$ cat src/rtl/uart_rx_core.sv
// uart_rx_core: 8N1 UART receiver with 16x oversampling, mid-bit majority vote and receive FIFO
module uart_rx_core #(
  parameter int FIFO_DEPTH = 8,
  parameter int DIV_WIDTH  = 16
) (
  input  logic                          clk,
  input  logic                          reset_n,
  input  logic                          i_rx_en,
  input  logic [DIV_WIDTH-1:0]          i_divisor,
  input  logic                          srx_pad_i,
  output logic [7:0]                    o_rx_data,
  output logic                          o_rx_valid,
  input  logic                          i_rx_ready,
  output logic [$clog2(FIFO_DEPTH):0]   o_fifo_count,
  output logic                          o_frame_err,
  output logic                          o_break,
  output logic                          o_overrun,
  output logic                          o_busy
);
  localparam int AW = $clog2(FIFO_DEPTH);
  localparam int CW = AW + 1;
  typedef enum logic [2:0] {IDLE, START, DATA, STOP, WAIT_HIGH} state_t;
  state_t               state;
  logic                 s1, s2, s3;
  logic [DIV_WIDTH-1:0] div_cnt, div_lat, div_m1;
  logic [3:0]           tcnt;
  logic [2:0]           bcnt;
  logic                 smp7, smp8;
  logic [7:0]           sh;
  logic                 push_pend;
  logic [7:0]           mem [FIFO_DEPTH];
  logic [AW-1:0]        wr_ptr, rd_ptr;
  logic [CW-1:0]        count;
  logic                 fall, tick, tick9, tick15, maj, pop, push;
  assign div_m1     = (i_divisor == '0) ? '0 : i_divisor - 1'b1;
  assign tick       = div_cnt == div_lat;
  assign tick9      = tick && tcnt == 4'd9;
  assign tick15     = tick && tcnt == 4'd15;
  assign fall       = s3 && !s2;
  assign maj        = (smp7 & smp8) | (smp7 & s2) | (smp8 & s2);
  assign o_busy     = state != IDLE;
  assign o_rx_valid = count != '0;
  assign o_rx_data  = mem[rd_ptr];
  assign o_fifo_count = count;
  assign pop        = o_rx_valid && i_rx_ready;
  assign push       = push_pend && (count < CW'(FIFO_DEPTH) || pop);
  assign o_overrun  = push_pend && !push;
  always_ff @(posedge clk or negedge reset_n) begin
    if (!reset_n) begin
      {s1, s2, s3} <= 3'b111;
      state        <= IDLE;
      div_cnt      <= '0;
      div_lat      <= '0;
      tcnt         <= '0;
      bcnt         <= '0;
      smp7         <= 1'b1;
      smp8         <= 1'b1;
      sh           <= '0;
      push_pend    <= 1'b0;
      o_frame_err  <= 1'b0;
      o_break      <= 1'b0;
    end else begin
      s1          <= srx_pad_i;
      s2          <= s1;
      s3          <= s2;
      o_frame_err <= 1'b0;
      o_break     <= 1'b0;
      push_pend   <= 1'b0;
      // divisor is re-latched only at a wrap so a change never truncates a tick
      if (state != IDLE) begin
        div_cnt <= tick ? '0 : div_cnt + 1'b1;
        if (tick) begin
          div_lat <= div_m1;
          tcnt    <= tcnt + 1'b1;
        end
      end
      if (tick && tcnt == 4'd7) smp7 <= s2;
      if (tick && tcnt == 4'd8) smp8 <= s2;
      case (state)
        IDLE: if (fall) begin
          state   <= START;
          div_cnt <= '0;
          div_lat <= div_m1;
          tcnt    <= '0;
        end
        START: if (tick9 && maj) state <= IDLE;
          else if (tick15) begin
            state <= DATA;
            bcnt  <= '0;
          end
        DATA: begin
          if (tick9) sh <= {maj, sh[7:1]};
          if (tick15) begin
            bcnt <= bcnt + 1'b1;
            if (bcnt == 3'd7) state <= STOP;
          end
        end
        STOP: if (tick9) begin
          state       <= maj ? IDLE : WAIT_HIGH;
          push_pend   <= maj;
          o_frame_err <= !maj && sh != '0;
          o_break     <= !maj && sh == '0;
        end
        WAIT_HIGH: if (s2) state <= IDLE;
        default: state <= IDLE;
      endcase
      if (!i_rx_en) state <= IDLE;
    end
  end
  always_ff @(posedge clk or negedge reset_n) begin
    if (!reset_n) begin
      wr_ptr <= '0;
      rd_ptr <= '0;
      count  <= '0;
      for (int i = 0; i < FIFO_DEPTH; i++) mem[i] <= 8'h00;
    end else begin
      if (push) begin
        mem[wr_ptr] <= sh;
        wr_ptr      <= wr_ptr + 1'b1;
      end
      if (pop) rd_ptr <= rd_ptr + 1'b1;
      count <= count + CW'(push) - CW'(pop);
    end
  end
endmodule

$ cat config.mk
export PLATFORM = sky130hd
export DESIGN_NAME = uart_rx_core
export DESIGN_NICKNAME = d
export VERILOG_FILES = /design/src/rtl/uart_rx_core.sv
export SDC_FILE = /design/constraint.sdc
export NUM_CORES = 1
export LEC_CHECK = 0
export ABC_AREA = 0
export CAP_MARGIN = 20
export CELL_PAD_IN_SITES_DETAIL_PLACEMENT = 0
export CELL_PAD_IN_SITES_GLOBAL_PLACEMENT = 2
export CORE_AREA = 5 5 147 114
export CTS_CLUSTER_SIZE = 12
export DETAILED_ROUTE_END_ITERATION = 8
export DIE_AREA = 0 0 152 119
export PLACE_DENSITY_LB_ADDON = 0.1
export RECOVER_POWER = 50
export SYNTH_ARGS = -nofsm -noshare
export SYNTH_HDL_FRONTEND = slang
export SYNTH_SLANG_ARGS = --single-unit
$ cat constraint.sdc
create_clock -name clk -period 4.1 [get_ports clk]
set_input_delay 0.41 -clock clk [delete_from_list [all_inputs] [get_ports clk]]
set_output_delay 0.41 -clock clk [all_outputs]
set_load 0.005 [all_outputs]
==> results_dict.tcl <==
set metrics [dict create \
    groute.usage.overall_pct 16.4 \
    drt_first_iter_violations 293 \
    worst_case_vdd_ir_drop_mv 0.264 \
    design.core.area_um2 15000 \
    ant_nets 0 \
    maxCapViolCount 1 \
    place.gp.congestion 0.749 \
    clkSinkCount 132 \
    die_h_um 119 \
    ys.warnings.count 0 \
    power_density_nw_per_um2 444 \
    floorplan.die_area_um2 18100 \
    die_width_um 152 \
    post_synth.cell_area_avg_um2 12.4 \
    max_freq_ghz 0.338 \
    htree_num_levels 4 \
    routed_wire_length_per_instance_um 17.5 \
    yosys.area.top_type_share_pct 47.5 \
    layout-drive-gt1-share_pct 27.0 \
    rsz0062_at_grt "false" \
    insertion_delay_ps 410 \
    critical_path.startpoint_type "flop" \
    synthDominantAreaCellType "dfrtp_1" \
    cp_max_fo 18 \
    antenna_found_initial 0 \
    post-cts-setup-buffer-count 0 \
    synth.net_count 576 \
    timing.hold.worst.class "reg2reg" \
    post_synth_num_cell_types 59 \
    buffer_ports.inserted 37 \
    design_area_um2 7770 \
    synthesis.area_um2 6690 \
    worst_pin_slew_ps 1810 \
    run_status "complete, but fails checks" \
    finalSetupViolCount 0 \
    critPathRequiredTime_ps 3690 \
    slew_viol_final 74 \
    timing.final.crit_period_ps 2960 \
    synth.ff_latch_count 132 \
    detail_route.wirelength_um 13900 \
    post-dp-hpwl_um 9430 \
    yosys-top-cells-count "dfrtp_1, mux2_2, nor2_1" \
    finalHoldViolCount 0 \
    ctsRootBufferMaster "clkbuf_16" \
    firstDrtPassIters 5 \
    grt_start_max_net_pins 74 \
    timing.slew.headroom_pct -20.8 \
    cp.arrival_ps 2550 \
    vias 4152 \
    avgViaCountPerCell 5.25 \
    timing.setup.tns_ps 0 \
    synth_area_leaders "dfrtp_1, mux2_2, mux4_2, xnor2_1, xor2_1" \
    synthCells 540 \
    numCtsBuffers 17 \
    yosys.cell_count.top_type "dfrtp_1" \
    clock_path_buffers 2 \
    number_of_global_route_vias_before_repair 4336 \
    io-pin-count 38 \
    static-leakage-power_nw 3.53 \
    finalClockSkew_ps 6.18 \
    postSynth.topFlopCell "dfrtp_1" \
    drt_drc 0 \
    initial_core_utilization_pct 44.5 \
    ctsHoldBuffers 0 \
    worst-setup-path-type "reg2out" \
    rows 39 \
    cp-end-kind "primary output" \
    synth.yosys.seq_area_share_pct 49.5 \
    placed_cell_area_um2 7220 \
    num-fill-cells 1365 \
    antenna-diode-count 0 \
    clock_tree_from_tritoncts "built" \
    failing_checks "max-capacitance violations, max-slew violations" \
    grt_first_pass_wirelength_um 23600 \
    overall_overflow_remaining_after_global_route 0 \
    synth-edff-count 0 \
    ctsResizeCount 0 \
    num-nets-final 609 \
    finalCritPeriodShare_pct 72.2 \
    path_clk_slew_ps 50 \
    async_reset_ff_share_pct 100 \
    area.growth.synth_to_final_pct 16.2 \
]
-- layout by cell type, fill, tap and decap left out, types with 3 or more instances in the layout --
| cell | count |
|---|---|
| clkinv_2 | 5 |
| xor2_1 | 23 |
| inv_1 | 15 |
| o31ai_1 | 4 |
| clkdlybuf4s50_1 | 33 |
| dfrtp_1 | 127 |
| dlygate4sd3_1 | 3 |
| nand3_1 | 12 |
| mux2_1 | 8 |
| o21ai_0 | 7 |
| o311ai_0 | 3 |
| nor2b_1 | 4 |
| xnor2_1 | 24 |
| nor2_1 | 41 |
| nand2_1 | 32 |
| clkbuf_8 | 3 |
| o21a_1 | 3 |
| nand4_1 | 5 |
| mux4_2 | 16 |
| or2_2 | 3 |
| mux2_4 | 8 |
| mux2_2 | 82 |
| ha_1 | 14 |
| clkbuf_1 | 4 |
| clkbuf_16 | 17 |
| o211ai_1 | 4 |
| dfstp_2 | 4 |
| buf_4 | 3 |
| nor3_1 | 10 |
| or4b_1 | 3 |
| a21oi_1 | 6 |
| nor4_1 | 12 |
-- stage by stage --
| stage | power [mW] | hold WS [ps] | instances | util [%] | setup WS [ps] |
|---|---|---|---|---|---|
| after floorplan | 1.86 | 114 | 540 | - | 1650 |
| after global placement | 2.06 | 347 | 759 | 48.1 | 1050 |
| after detailed placement | 2.07 | 347 | 759 | 48.1 | 1020 |
| after CTS | 3.51 | 148 | 791 | 51.8 | 1100 |
| after global routing | 3.64 | 366 | 791 | 51.7 | 983 |
| final | 3.45 | 360 | 791 | 51.7 | 1140 |
-- state kept, by name, summed over array words and instances (netlist names) --
register / count
state: 3
div_cnt: 16
o_frame_err: 1
s1: 1
o_fifo_count: 4
mem: 64
smp7: 1
wr_ptr: 3
tcnt: 4
sh: 8
s2: 1
o_break: 1
s3: 1
rd_ptr: 3
smp8: 1
div_lat: 16
push_pend: 1
bcnt: 3
-- cell families (layout without fill, tap and decap cells) --
logic type | Yosys count | after routing | synth area share, %
muxes | 116 | 116 | 22.6
and+or+nand+nor | 148 | 148 | 11.8
buffers and inverters | 45 | 91 | 2.84
xor gates and xnor gates | 47 | 47 | 6.15
adders and majority gates | 16 | 16 | 3.07
AOI/OAI and AO/OA | 36 | 36 | 4.02
DFF | 132 | 132 | 49.5
-- critical path, stage by stage (launching register included) --
cell	delay, ps
dfrtp_1	950
mux4_2	420
mux2_2	300
clkdlybuf4s50_1	450
-- path summary, 6_finish.rpt --
path	startpoint	to	slack, ps	cells after the start
setup reg to reg	o_fifo_count[3]	mem[47]	1340	8
min in group asynchronous	reset_n	bcnt[2]	470	1
hold reg to reg	s1	s2	360	0
setup / recovery	rd_ptr[1]	o_rx_data[7]	1140	3
max in group asynchronous	reset_n	o_fifo_count[1]	1630	2
hold / removal	s1	s2	360	0
-- cell type report --
cell class	instances	area, µm²	area share, %
multi-input combinational	363	3190	41.0
sequential	132	3310	42.6
tap	205	256	3.30
inverter	17	63.8	0.821
clock inverter	9	78.8	1.01
clock buffer	23	478	6.15
timing repair buffer	42	397	5.10
-- power breakdown --
| part | total (mW) | internal, mW | switching (mW) |
|---|---|---|---|
| clock network | 1.42 | 0.876 | 0.541 |
| registers | 1.53 | 1.39 | 0.138 |
| logic | 0.503 | 0.274 | 0.229 |
| total | 3.45 | 2.54 | 0.908 |
-- per-layer routing --
layer,track usage [%],wire [µm],vias up
met1,24.9,7290,2095
met4,4.38,162,0
met2,22.9,5940,52
met3,4.68,481,14
met5,0,0,-
li1,-,-,1991
(Power assumes the default switching activity.)
